`src/rtl/sccb_init_seq.sv`:
```
// SCCB init sequencer: walks a synchronous command ROM of register writes,
// read-verifies and delays, driving the controller handshake with retry and watchdog.
module sccb_init_seq #(
  parameter logic [7:0]  DEV_ID    = 8'h78,
  parameter int unsigned ROM_AW    = 10,
  parameter int unsigned MAX_RETRY = 3,
  parameter int unsigned DLY_UNIT  = 50000,
  parameter int unsigned TIMEOUT   = 2000000
) (
  input  logic              clk_i,
  input  logic              rst_i,
  input  logic              init_start_i,
  output logic [ROM_AW-1:0] rom_addr_o,
  input  logic [31:0]       rom_data_i,
  output logic [7:0]        sccb_addr_o,
  output logic [23:0]       sccb_data_o,
  output logic              sccb_rw_o,
  output logic              sccb_start_o,
  input  logic              sccb_done_i,
  input  logic              sccb_ack_err_i,
  input  logic [7:0]        sccb_rdata_i,
  output logic              busy_o,
  output logic              done_o,
  output logic              error_o,
  output logic [ROM_AW-1:0] err_index_o
);

  localparam longint unsigned TMR_MAX = 64'd65535 * 64'(DLY_UNIT);
  localparam int unsigned TW = $clog2(TMR_MAX + 1);
  localparam int unsigned WW = $clog2(64'(TIMEOUT) + 1);
  localparam int unsigned RW = (MAX_RETRY > 0) ? $clog2(MAX_RETRY + 1) : 1;

  typedef enum logic [3:0] {
    IDLE, FETCH, DECODE, ISSUE, WAIT, RELEASE, DELAY, NEXT, FIN, FAIL
  } state_t;

  typedef enum logic [1:0] {
    OP_WRITE  = 2'b00,
    OP_DELAY  = 2'b01,
    OP_VERIFY = 2'b10,
    OP_END    = 2'b11
  } op_t;

  state_t            state, nxt;
  op_t               op;
  logic              init_q;
  logic              start_edge;
  logic [ROM_AW-1:0] index;
  logic [RW-1:0]     retry;
  logic [TW-1:0]     timer;
  logic [WW-1:0]     wdog;
  logic [7:0]        expected;
  logic              is_verify;
  logic              fail_q;
  logic              fail_now;
  logic              wdog_exp;
  logic              retry_left;
  logic [15:0]       dly_count;
  logic              rom_unused;

  assign op         = op_t'(rom_data_i[31:30]);
  assign dly_count  = rom_data_i[15:0];
  assign rom_unused = ^rom_data_i[29:24];
  assign start_edge = init_start_i && !init_q;
  assign wdog_exp   = (wdog == WW'(TIMEOUT - 1));
  assign retry_left = (retry < RW'(MAX_RETRY));
  // ack and read-back are only meaningful in the cycle done is seen
  assign fail_now   = sccb_ack_err_i || (is_verify && (sccb_rdata_i != expected));

  always_ff @(posedge clk_i or negedge rst_i) begin
    if (!rst_i) state <= IDLE;
    else        state <= nxt;
  end

  always_comb begin
    nxt = state;
    case (state)
      IDLE:    if (start_edge) nxt = FETCH;
      FETCH:   nxt = DECODE;
      DECODE: begin
        case (op)
          OP_END:   nxt = FIN;
          OP_DELAY: nxt = (dly_count == 16'd0) ? NEXT : DELAY;
          default:  nxt = ISSUE;
        endcase
      end
      ISSUE:   nxt = WAIT;
      WAIT:    if (sccb_done_i || wdog_exp) nxt = RELEASE;
      RELEASE: begin
        if (!sccb_done_i) begin
          if (!fail_q)         nxt = NEXT;
          else if (retry_left) nxt = ISSUE;
          else                 nxt = FAIL;
        end else if (wdog_exp) begin
          nxt = FAIL;
        end
      end
      DELAY:   if (timer == '0) nxt = NEXT;
      NEXT:    nxt = (index == '1) ? FAIL : FETCH;
      FIN:     nxt = IDLE;
      FAIL:    nxt = IDLE;
      default: nxt = IDLE;
    endcase
  end

  always_comb begin
    sccb_start_o = (state == ISSUE) || (state == WAIT);
    sccb_addr_o  = DEV_ID;
    rom_addr_o   = index;
  end

  always_ff @(posedge clk_i or negedge rst_i) begin
    if (!rst_i) begin
      init_q      <= 1'b0;
      index       <= '0;
      retry       <= '0;
      timer       <= '0;
      wdog        <= '0;
      expected    <= '0;
      is_verify   <= 1'b0;
      fail_q      <= 1'b0;
      sccb_data_o <= '0;
      sccb_rw_o   <= 1'b0;
      busy_o      <= 1'b0;
      done_o      <= 1'b0;
      error_o     <= 1'b0;
      err_index_o <= '0;
    end else begin
      init_q <= init_start_i;
      case (state)
        IDLE: begin
          if (start_edge) begin
            index   <= '0;
            retry   <= '0;
            done_o  <= 1'b0;
            error_o <= 1'b0;
            busy_o  <= 1'b1;
          end
        end
        DECODE: begin
          if (op == OP_DELAY)
            timer <= TW'(64'(dly_count) * 64'(DLY_UNIT) - 64'd1);
          if (op == OP_WRITE || op == OP_VERIFY) begin
            sccb_data_o <= rom_data_i[23:0];
            sccb_rw_o   <= (op == OP_WRITE);
            is_verify   <= (op == OP_VERIFY);
            expected    <= rom_data_i[7:0];
          end
        end
        ISSUE: begin
          wdog   <= '0;
          fail_q <= 1'b0;
        end
        WAIT: begin
          if (sccb_done_i)   fail_q <= fail_now;
          else if (wdog_exp) fail_q <= 1'b1;
          else               wdog   <= wdog + 1'b1;
        end
        RELEASE: begin
          // the watchdog keeps running while waiting for done to fall
          if (!sccb_done_i) begin
            if (fail_q && retry_left) retry <= retry + 1'b1;
          end else if (!wdog_exp) begin
            wdog <= wdog + 1'b1;
          end
        end
        DELAY: begin
          if (timer != '0) timer <= timer - 1'b1;
        end
        NEXT: begin
          if (index != '1) begin
            index <= index + 1'b1;
            retry <= '0;
          end
        end
        FIN: begin
          busy_o <= 1'b0;
          done_o <= 1'b1;
        end
        FAIL: begin
          busy_o      <= 1'b0;
          error_o     <= 1'b1;
          err_index_o <= index;
        end
        default: ;
      endcase
    end
  end

endmodule

```
`config.mk`:
```
export PLATFORM = sky130hd
export DESIGN_NAME = sccb_init_seq
export DESIGN_NICKNAME = d
export VERILOG_FILES = /design/src/rtl/sccb_init_seq.sv
export SDC_FILE = /design/constraint.sdc
export NUM_CORES = 1
export LEC_CHECK = 0
export CAP_MARGIN = 20
export CORE_ASPECT_RATIO = 0.5
export CORE_UTILIZATION = 45
export CTS_BUF_LIST = sky130_fd_sc_hd__clkbuf_8
export CTS_CLUSTER_DIAMETER = 60
export DETAILED_ROUTE_END_ITERATION = 6
export DONT_BUFFER_PORTS = 1
export GPL_ROUTABILITY_DRIVEN = 1
export GPL_TIMING_DRIVEN = 0
export PLACE_DENSITY_LB_ADDON = 0.12
export RECOVER_POWER = 100
export SYNTH_ARGS = -nofsm -noshare
export SYNTH_HDL_FRONTEND = slang
export SYNTH_SLANG_ARGS = --single-unit
```
`constraint.sdc`:
```
create_clock -name clk_i -period 2.8 [get_ports clk_i]
set_input_delay 0.56 -clock clk_i [delete_from_list [all_inputs] [get_ports clk_i]]
set_output_delay 0.56 -clock clk_i [all_outputs]
set_load 0.005 [all_outputs]
```
==> flow_metrics.py <==
metrics = {
    "critical_path": {
        "crit_arrival_ns": 5.09,
        "reg2regPathDepth": 10,
        "crit_type": "in2reg",
        "r2r_start": "timer[1]$_DFFE_PN0P_",
        "worstPathRequired_ns": 3.11,
        "worstPathMaxFanout": 6,
        "crit_path_cell_trace": "ha_4, ha_4, xor2_2, ha_1, a31o_2, fa_1, inv_1, fa_1, inv_1, ha_4, a21oi_1, o21ai_0, o211ai_1, a21oi_1, o41ai_2, or4b_1, o211a_1, nand3_1, xnor2_1, o21ai_1",
        "slowest_stage": "fa_1",
        "start_kind": "input port",
        "cpPeakStageDelay_ns": 0.53,
        "r2r-end": "timer[15]$_DFFE_PN0P_",
        "cpMostUsedCell": "ha_4",
        "cp-startpoint": "rom_data_i[6]",
        "end_kind": "register",
        "reg2reg_slack_ns": -0.48,
        "cp-endpoint": "timer[31]$_DFFE_PN0P_",
    },
    "logic_synthesis": {
        "yosys.area_share.simple_pct": 16.9,
        "synthFlopType": "dfrtp_1",
        "synth_area_per_cell_um2": 9.17,
        "yosysTopAreaCell": "dfrtp_1",
        "ys_types": 83,
        "synth_compound_area_share_pct": 13.4,
        "yosysWarnings": 0,
        "async_reset_ff_share_pct": 100,
        "synth-xor-area-share_pct": 6.81,
        "netlist_area_um2": 9780,
        "synth-seq-cells": 110,
        "synth_top_family_by_area": "adder cells",
        "synth.area.top_cells": "dfrtp_1, ha_1, fa_1",
        "netlist_instances": 1066,
        "synth_edf_count": 0,
        "ys_seq_area_share_pct": 28.2,
        "synth.area.mux_share_pct": 4.57,
        "yosysTopAreaCellShare_pct": 28.2,
        "synth-adder-area-share_pct": 23.5,
    },
    "power": {
        "power_density_nw_per_um2": 1110,
        "peakVddDrop_v": 0.000807,
        "power.leakage_nw": 5.30,
        "finalPower_w": 0.0135,
    },
    "finish": {
        "n_antenna_cell": 0,
        "final_cell_mix": "dfrtp_1, inv_1, ha_1",
        "area_growth_pct": 24.1,
        "drive_gt1_share_pct": 27.5,
        "layout.area.seq_um2": 2760,
        "multi_input_area_um2": 7560,
        "final_common_cell": "dfrtp_1",
        "nets": 1352,
        "design_area_um2": 12100,
        "nFillCells": 1856,
    },
    "placed_design": {
        "place_area_um2": 10600,
        "io_buffers": 0,
        "dp_hpwl_um": 18000,
        "place.gp.congestion": 0.925,
    },
    "sta": {
        "tns_ns": -31.28,
        "tightestPinTransition_ns": 0.817,
        "timing.hold.ws_ns": -0.193,
        "setup_slack_ns": -1.98,
        "hold_viol": 110,
        "finalCritPeriodShare_pct": 171,
        "finalSetupViolations": 27,
        "slew_violations": 0,
        "finalCriticalPeriod_ns": 4.78,
        "clock_skew_ns": 0.0168,
        "max_freq_ghz": 0.209,
        "rsz0062_at_grt": "true",
        "slew_headroom_pct": 45.1,
    },
    "clocking": {
        "cts-root-buf": "clkbuf_8",
        "cts_buffers": 9,
        "clockBufferDepth": 2,
        "htree_levels": 3,
        "insertion_delay_ns": 0.43,
        "clk_pin_slew_ns": 0.13,
        "clkSinkCount": 110,
        "cts_tree": "done",
    },
    "global_routing": {
        "grt_pass1_vias": 7622,
        "grt_util_all_layers_pct": 22.0,
        "antenna_found_initial": 1,
        "grt_max_degree": 111,
        "grt_pass1_wl_um": 38400,
        "gr-total-overflow": 0,
    },
    "detailed_routing": {
        "routed_wl_um": 24200,
        "routedWlPerCell_um": 16.8,
        "drcViolationCount": 0,
        "drt_iter0_drc": 381,
        "num_vias": 7891,
        "avgViaCountPerCell": 5.47,
        "drtPass1Iterations": 5,
        "drtAntennaViolNets": 0,
    },
    "worst_hold_path": {
        "hold_class": "in2async",
    },
    "floorplan": {
        "core_um2": 20900,
        "die_area_um2": 22400,
        "rows": 37,
        "chipWidth_um": 210,
        "ios": 102,
        "die_y_um": 106,
        "initial_core_util_pct": 46.7,
    },
    "run_status": {
        "status": "finished, violations left",
        "violations": "negative hold slack, negative setup slack",
    },
    "run": {
        "maxCapViolCount": 0,
    },
}
[layer usage]
metal	vias up	global-route usage, %	routed length, um
li1	3850	-	-
met1	3820	30.0	11500
met2	186	35.3	11300
met3	35	4.31	1050
met4	0	6.99	446
met5	-	0	0
[report_power, final]
group / internal, W / switching, W / leakage (nW)
logic: 0.00463 / 0.00513 / 3.81
registers: 0.00211 / 0.000538 / 1.38
clock network: 0.000367 / 0.000686 / 0.106
[synthesized netlist by cell type, drive strengths merged (5+ instances only)]
| library cell | count |
|---|---|
| nand2 | 64 |
| and2 | 5 |
| and3 | 10 |
| mux2 | 37 |
| nand2b | 8 |
| inv | 126 |
| xnor2 | 42 |
| nor3 | 31 |
| o22ai | 10 |
| or3 | 13 |
| clkbuf | 20 |
| nor2b | 7 |
| fa | 36 |
| nand3 | 31 |
| xor2 | 34 |
| buf | 17 |
| or2 | 7 |
| a21oi | 65 |
| o21ai | 50 |
| a31o | 6 |
| nor4 | 14 |
| a21o | 11 |
| ha | 126 |
| nor2 | 83 |
| nand4 | 14 |
| o21a | 8 |
| or4 | 7 |
| dfrtp | 110 |
[worst min path at each step]
| stage | start | end | slack (ns) | depth (start not counted) |
|---|---|---|---|---|
| CTS | rst_i | wdog[4]$_DFFE_PN0P_ | -0.23 | 0 |
| global placement | rst_i | wdog[11]$_DFFE_PN0P_ | 0.27 | 0 |
| finish | rst_i | wdog[7]$_DFFE_PN0P_ | -0.19 | 0 |
| global route | rst_i | wdog[7]$_DFFE_PN0P_ | -0.25 | 0 |
| detailed placement | rst_i | wdog[13]$_DFFE_PN0P_ | 0.27 | 0 |
| floorplan | rst_i | busy_o$_DFFE_PN0P_ | 0.26 | 0 |
[area by class of cell]
class | count | share of cell area (%)
buffer | 33 | 1.58
clock buffer | 9 | 1.02
clock inverter | 7 | 0.753
inverter | 126 | 4.17
multi-input combinational | 799 | 62.3
sequential | 110 | 22.7
tap | 292 | 3.01
timing repair buffer | 66 | 4.43
[critical path: cells and delay by family]
family          cells  cell delay [ns]
compound gates      8             1.68
buf+inv             2             0.11
fa+ha+maj           6             1.91
xor+xnor            2             0.26
simple gates        2             0.59
[timing repair]
| item | CTS | global route |
|---|---|---|
| pin swaps | 59 | 52 |
| buffers inserted | 35 | 31 |
| setup endpoints to repair | 48 | 42 |
| endpoints found under the hold margin | 110 | 110 |
| resized for setup | 85 | 78 |
[cell families (layout without fill, tap and decap cells)]
| logic type | count (synthesis) | in the layout |
|---|---|---|
| flip-flops | 110 | 110 |
| adder cells (fa/ha/maj) | 162 | 162 |
| XOR/XNOR | 76 | 76 |
| AND/OR/NAND/NOR | 311 | 311 |
| multiplexers | 40 | 40 |
| buffers and inverters | 163 | 241 |
| AO/OA/AOI/OAI | 202 | 202 |
| other | 2 | 8 |
[metrics by stage]
stage | instances | worst slack, ns | util (%)
2_1_floorplan | 1072 | -2.43 | -
3_3_place_gp | 1364 | -2.79 | 50.8
3_5_place_dp | 1365 | -2.85 | 50.9
4_1_cts | 1414 | -2.07 | 55.6
5_1_grt | 1442 | -2.14 | 58.0
6_report | 1442 | -1.98 | 58.0
[flip-flops by register name (all words and copies together), names as in the netlist]
| name | flops |
|---|---|
| timer | 32 |
| sccb_data_o | 24 |
| wdog | 21 |
| err_index_o | 10 |
| rom_addr_o | 10 |
| state | 4 |
| retry | 2 |
| busy_o | 1 |
| done_o | 1 |
| error_o | 1 |
| fail_q | 1 |
| init_q | 1 |
| is_verify | 1 |
| sccb_rw_o | 1 |
(Power assumes the default switching activity.)
